<file path="config.mk">
export PLATFORM = sky130hd
export DESIGN_NAME = uart_tx_mmio
export DESIGN_NICKNAME = d
export VERILOG_FILES = /design/src/rtl/uart_tx_mmio.sv
export SDC_FILE = /design/constraint.sdc
export NUM_CORES = 1
export LEC_CHECK = 0
export CORE_UTILIZATION = 50
export DETAILED_ROUTE_END_ITERATION = 12
export DONT_BUFFER_PORTS = 1
export GPL_ROUTABILITY_DRIVEN = 0
export GPL_TIMING_DRIVEN = 0
export PLACE_DENSITY = 0.68
export RECOVER_POWER = 100
export SKIP_CTS_REPAIR_TIMING = 1
export SLEW_MARGIN = 0
export SYNTH_ARGS = -nofsm -noshare
export SYNTH_HDL_FRONTEND = slang
export SYNTH_SLANG_ARGS = --single-unit
</file>
<file path="constraint.sdc">
create_clock -name clk -period 4 [get_ports clk]
set_input_delay 0.8 -clock clk [delete_from_list [all_inputs] [get_ports clk]]
set_output_delay 0.8 -clock clk [all_outputs]
set_load 0.005 [all_outputs]
</file>
<file path="src/rtl/uart_tx_mmio.sv">
// Memory-mapped UART transmitter: TXDATA/STATUS/DIV registers feeding a small FIFO and 8N1 serialiser.
// Optional macro UART_TX_PARITY_EN inserts an even-parity bit after the data bits.
module uart_tx_mmio #(
    parameter int CLK_DIV    = 868,
    parameter int FIFO_DEPTH = 8
) (
    input  logic        clk,
    input  logic        rst,
    input  logic        we_i,
    input  logic [3:0]  addr_i,
    input  logic [31:0] wdata_i,
    output logic [31:0] rdata_o,
    output logic        tx_o,
    output logic        busy_o
);
    localparam int          AW       = $clog2(FIFO_DEPTH);
    localparam logic [AW:0] FULL_CNT = (AW+1)'(FIFO_DEPTH);
    localparam logic [3:0]  A_TXDATA = 4'h0;
    localparam logic [3:0]  A_STATUS = 4'h4;
    localparam logic [3:0]  A_DIV    = 4'h8;

`ifdef UART_TX_PARITY_EN
    typedef enum logic [2:0] {IDLE, START, DATA, PARITY, STOP} state_t;
`else
    typedef enum logic [1:0] {IDLE, START, DATA, STOP} state_t;
`endif

    state_t        state;
    logic [7:0]    mem [FIFO_DEPTH];
    logic [AW-1:0] wr_ptr;
    logic [AW-1:0] rd_ptr;
    logic [AW:0]   count;
    logic          overflow;
    logic [15:0]   div_reg;
    logic [15:0]   period;
    logic [15:0]   tick_cnt;
    logic [7:0]    shift_reg;
    logic [2:0]    bit_cnt;
`ifdef UART_TX_PARITY_EN
    logic          parity_bit;
`endif

    logic          full;
    logic          empty;
    logic          tick_end;
    logic          push_req;
    logic          push;
    logic          pop;
    logic [15:0]   eff_div;
    logic          unused_wdata;

    assign full         = (count == FULL_CNT);
    assign empty        = (count == '0);
    assign tick_end     = (tick_cnt == period - 16'd1);
    assign eff_div      = (div_reg < 16'd2) ? 16'd2 : div_reg;
    assign push_req     = we_i && (addr_i == A_TXDATA);
    // A frame may be fetched from IDLE or straight out of STOP, giving gapless back-to-back frames.
    assign pop          = !empty && ((state == IDLE) || ((state == STOP) && tick_end));
    assign push         = push_req && (!full || pop);
    assign busy_o       = (state != IDLE) || !empty;
    assign unused_wdata = ^wdata_i[31:16];

    always_comb begin
        rdata_o = '0;
        case (addr_i)
            A_STATUS: rdata_o = {24'd0, 4'(count), overflow, busy_o, empty, full};
            A_DIV:    rdata_o = {16'd0, div_reg};
            default:  rdata_o = '0;
        endcase
    end

    // NOTE: sequential state uses non-blocking assignments so every register samples pre-edge values.
    always_ff @(posedge clk) begin
        if (rst) begin
            div_reg  <= 16'(CLK_DIV);
            overflow <= 1'b0;
            wr_ptr   <= '0;
            rd_ptr   <= '0;
            count    <= '0;
        end else begin
            if (we_i && (addr_i == A_DIV))
                div_reg <= wdata_i[15:0];
            if (push_req && !push)
                overflow <= 1'b1;
            else if (we_i && (addr_i == A_STATUS) && wdata_i[3])
                overflow <= 1'b0;
            if (push)
                wr_ptr <= wr_ptr + AW'(1);
            if (pop)
                rd_ptr <= rd_ptr + AW'(1);
            count <= count + (AW+1)'(push) - (AW+1)'(pop);
        end
    end

    // NOTE: FIFO storage is not reset; pointers and count alone decide which entries are valid.
    always_ff @(posedge clk) begin
        if (!rst && push)
            mem[wr_ptr] <= wdata_i[7:0];
    end

    always_ff @(posedge clk) begin
        if (rst) begin
            state     <= IDLE;
            tx_o      <= 1'b1;
            tick_cnt  <= '0;
            period    <= 16'd2;
            shift_reg <= '0;
            bit_cnt   <= '0;
`ifdef UART_TX_PARITY_EN
            parity_bit <= 1'b0;
`endif
        end else begin
            tick_cnt <= (state == IDLE || tick_end) ? 16'd0 : tick_cnt + 16'd1;
            if (pop) begin
                state     <= START;
                tx_o      <= 1'b0;
                shift_reg <= mem[rd_ptr];
                period    <= eff_div;
                tick_cnt  <= 16'd0;
`ifdef UART_TX_PARITY_EN
                parity_bit <= ^mem[rd_ptr];
`endif
            end else begin
                case (state)
                    START: if (tick_end) begin
                        state     <= DATA;
                        tx_o      <= shift_reg[0];
                        shift_reg <= {1'b0, shift_reg[7:1]};
                        bit_cnt   <= 3'd0;
                    end
                    DATA: if (tick_end) begin
                        if (bit_cnt == 3'd7) begin
`ifdef UART_TX_PARITY_EN
                            state <= PARITY;
                            tx_o  <= parity_bit;
`else
                            state <= STOP;
                            tx_o  <= 1'b1;
`endif
                        end else begin
                            bit_cnt   <= bit_cnt + 3'd1;
                            tx_o      <= shift_reg[0];
                            shift_reg <= {1'b0, shift_reg[7:1]};
                        end
                    end
`ifdef UART_TX_PARITY_EN
                    PARITY: if (tick_end) begin
                        state <= STOP;
                        tx_o  <= 1'b1;
                    end
`endif
                    STOP: if (tick_end) begin
                        state <= IDLE;
                        tx_o  <= 1'b1;
                    end
                    default: begin
                        state <= IDLE;
                        tx_o  <= 1'b1;
                    end
                endcase
            end
        end
    end
endmodule

</file>
# Word level (Yosys, flattened, before mapping)
# Memory sizes are Yosys's and may differ from the RTL's. A register that Yosys moved wholly into a read port is not among the register bits.
# Index checks and enable logic that the tools add are counted.
# classes
muxes	29
n_addsub	7
n_eq_ne	18
n_reduce_logical	31
bitwise_logic	1
n_lt_le_gt_ge	1
# op_table
op	count
$mux 8	4
$pmux 16 s2	1
$add 16x1->16 const B	1
$eq 16x16->1	1
$lt 16x2->1 const B	1
$mux 16	1
$pmux 8 s2	1
$sub 16x1->16 const B	1
$mux 3	5
$ne 3x3->1 const B	5
$reduce_and 4->1	3
$mux 1	10
$ne 2x2->1 const B	5
$add 3x1->3 const B	3
$logic_and 1x1->1	9
$eq 4x4->1 const B	2
$logic_not 4->1	2
$mux 2	4
$pmux 2 s3	1
$pmux 3 s2	1
$reduce_bool 2->1	3
$reduce_and 5->1	1
$add 4x1->4	1
$eq 2x2->1 const B	2
other kinds (13)	19
# word_totals
n_memories	1
mem_bits_rw	64
ff_bits	73
word_cells	100
out_inout_bits	34
input_bits	39
# memory_table
memory	words	width	read_ports	rd_clocked_by_memory_dff	wr	line	rtl
mem	8	8	1	1	1	29	logic [7:0] mem [FIFO_DEPTH];

# Depth between registers and ports, before layout
# depth
word_depth	10
ltp_mapped	18
depth_no_buf	15

# Worst setup path before layout
# OpenSTA, ideal clock, no wires.
# synth_timing
kind	reg2reg
start	reg period[0]
end	mem mem[6][0] (enable)
stages_incl_launch_ff	13
path_buffers	2
setup_time_ps	385
period_less_slack_ps	3806
arrival_time_ps	3421
setup_slack_ps	194
required_time_ps	3615
path_cell_list	dfxtp_1 clkbuf_1 inv_1 ha_1 clkbuf_1 or4b_1 or4_1 o211ai_2 o211ai_2 a211oi_4 a31o_2 nand3_1 nor3b_1
# synth_between
elab_chain_cells	10
# synth_lines
item	line	rtl
from (decl)	35	logic [15:0] period;
from (signal assigned)	118	period <= eff_div;
$sub 16x1->16	54	assign tick_end = (tick_cnt == period - 16'd1);
$eq 16x16->1	54	
$logic_and 1x1->1	58	assign pop = !empty && ((state == IDLE) || ((state == STOP) && tick_end));
$logic_or 1x1->1	58	
$logic_and 1x1->1	58	
$logic_or 1x1->1	59	assign push = push_req && (!full || pop);
$logic_and 1x1->1	59	
$logic_and 1x1->1	97	if (!rst && push)
$mux 1	97	
$mux 1 (not written as such)	98	mem[wr_ptr] <= wdata_i[7:0];
to (decl)	29	
# No other way between the ends.

# Worst setup path after layout
# layout_timing
start	reg period[0]
end	mem mem[4][0] (enable)
# Same word-level chain as after synthesis.

==> results.yml <==
outcome:
  outcome: "finished, final reports clean"
final_layout:
  nets: 674
  stdcell_count: 804
  fin_util_pct: 59.11
  largest_reg_flops: 64
  syn_to_final_growth_pct: 14.35
  antenna_cells: 0
  fillers: 1081
  post_route_cells_drive_above_1_share_pct: 15.03
  final_common_cell: "dfxtp_1"
  regMostFlops: "mem"
  most-common-layout-cells: "dfxtp_1, edfxtp_1, nand2_1"
placed_design:
  dp_cells: 769
  post-place-ws_ps: -596.9
  dpl.hpwl_um: 10250
  numPortBuffers: 0
sta:
  setup_tns_ps: 0
  max_clock_freq_mhz: 259.4
  max_slew.worst_pin.slew_ps: 1413
  timing.final.ws_setup_ps: 145.5
  period_share_pct: 96.36
  period_needed_ps: 3855
  slew_violations: 0
  hold_viol: 0
  relSlewSlack_pct: 4.500
  finClkSkew_ps: 10.46
  setup_viol: 0
clocking:
  cts_root_buf: "clkbuf_16"
  clkTransAtPathRegs_ps: 60
  cts_tree: "done"
  clockBufferDepth: 2
  cts_max_level: 4
  clk_latency_ps: 430
  cts_made_buffers: 17
  numClockSinks: 140
critical_path:
  worst_path_most_repeated_cell: "o211ai_2"
  r2r_start: "period[0]"
  crit_buf_inv: 1
  rr_worst_depth: 10
  crit_type: "register to register"
  worstPathMaxFanout: 8
  critical_path.endpoint_type: "register"
  worst_path_largest_cell_delay_ps: 520
  arrival_ps: 3920
  cp_slowest_cell: "nor3_4"
  cp.depth: 10
  critical_path.top_delay_family: "simple AND/OR/NAND/NOR gates"
  path_cells: "inv_1, ha_4, or4b_1, or4_1, o211ai_2, o211ai_2, a211oi_4, a31o_2, nand3_1, nor3_4"
  startpoint_type: "register"
  cp.required_ps: 4070
  startpoint: "period[0]"
drt:
  ant_nets: 0
  drc_errors: 0
  drt_iter0_drc: 391
  first_pass_iters: 5
  vias: 4556
  via_per_inst: 5.667
  wl_per_cell_um: 18.14
  drt_wl_total_um: 14590
synth:
  syn_area_um2: 6550
  synth_seq_cells: 140
  async_reset_ff_share_pct: 0
  synth_edf_count: 64
  synth_cell_type_count: 66
  synth_top_flop_cell: "dfxtp_1"
  yosysWarnings: 0
  ys_seq_area_share_pct: 52.57
  synthCells: 581
  syn_avg_cell_area_um2: 11.27
grt:
  grt_use_total_pct: 23.31
  antenna_found_initial: 0
  grt_pass1_wl_um: 23120
  grt_pass1_vias: 4356
  grt_max_degree: 17
  grt-ovfl-total: 0
floorplan:
  die_w_um: 116.5
  io_pins: 73
  die_y_um: 116.5
  num_rows: 41
  start_util_pct: 51.69
  core_um2: 12670
  die-area_um2: 13560
power_and_ir_drop:
  fin_total_pwr_mw: 4.547
  ir_worst_vdd_uv: 365.0
  power.leakage_nw: 2.655
  powerDensity_nw_per_um2: 607.1
hold_path:
  min_path_cells: 0
  hold_path_startpoint: "wdata_i[7]"
  hold_class: "primary input to register"
run:
  drv_cap: 0
synth_stat cells, drive strengths merged, types with 3 or more instances:
cell | n | share of area [%]
a211oi | 16 | 2.0
a21oi | 25 | 1.9
a22o | 20 | 2.7
a31o | 3 | 0.40
a31oi | 3 | 0.38
and2 | 12 | 1.1
and3 | 3 | 0.29
buf | 29 | 3.2
clkbuf | 23 | 1.3
dfxtp | 76 | 23
edfxtp | 64 | 29
ha | 15 | 2.9
inv | 15 | 0.86
mux2i | 11 | 1.7
mux4 | 16 | 5.5
nand2 | 50 | 2.9
nand3 | 20 | 1.5
nand3b | 3 | 0.34
nand4 | 5 | 0.48
nor2 | 43 | 2.5
nor2b | 10 | 0.96
nor3 | 14 | 1.1
nor3b | 4 | 0.46
nor4 | 10 | 1.3
o211ai | 3 | 0.50
o21ai | 8 | 0.61
or3 | 8 | 0.76
or4 | 5 | 0.69
xnor2 | 23 | 3.1
xor2 | 15 | 2.0
metrics by stage:
step	instance area, um2	hold slack [ps]
2_1_floorplan	6606	442.9
3_3_place_gp	6822	456.9
3_5_place_dp	6845	465.9
4_1_cts	7385	445.3
5_1_grt	7490	443.1
6_report	7490	464.2
cell type report:
class	count	area [um2]	share of cell area, %
Tap cell	172	215.2	2.873
Timing Repair Buffer	6	78.83	1.052
Clock buffer	17	425.4	5.680
Buffer	50	274.0	3.659
Multi-Input combinational cell	388	2879	38.44
Inverter	16	60.06	0.8019
Sequential cell	140	3443	45.97
Clock inverter	15	113.9	1.520
logic make-up after synthesis:
kind of cell	synth area share (%)
fa+ha+maj	3.171
other cells	0.05725
compound gates	10.53
flops	52.57
simple gates	15.68
xor+xnor	5.081
mux	7.526
buf+inv	5.387
power breakdown:
| part | internal, mW | switching [mW] | total (mW) |
|---|---|---|---|
| registers | 1.61 | 0.0965 | 1.71 |
| logic | 0.620 | 0.777 | 1.40 |
| clock network | 0.800 | 0.640 | 1.44 |
| total | 3.03 | 1.51 | 4.55 |
layer usage:
metal	up-vias	global-route usage, %	routed length [um]
met5	-	0	0
met4	0	8.632	123
met3	13	6.591	1010
met2	134	35.74	6839
met1	2234	31.55	6613
li1	2175	-	-
final timing paths:
kind / to / slack (ps)
worst min register to register: shift_reg[7] / 470
worst max register to register: mem[4][0] / 150
worst min-delay path: mem[1][7] / 460
worst max-delay path: mem[4][0] / 150
Note: power is estimated with default switching activity, not from simulation.
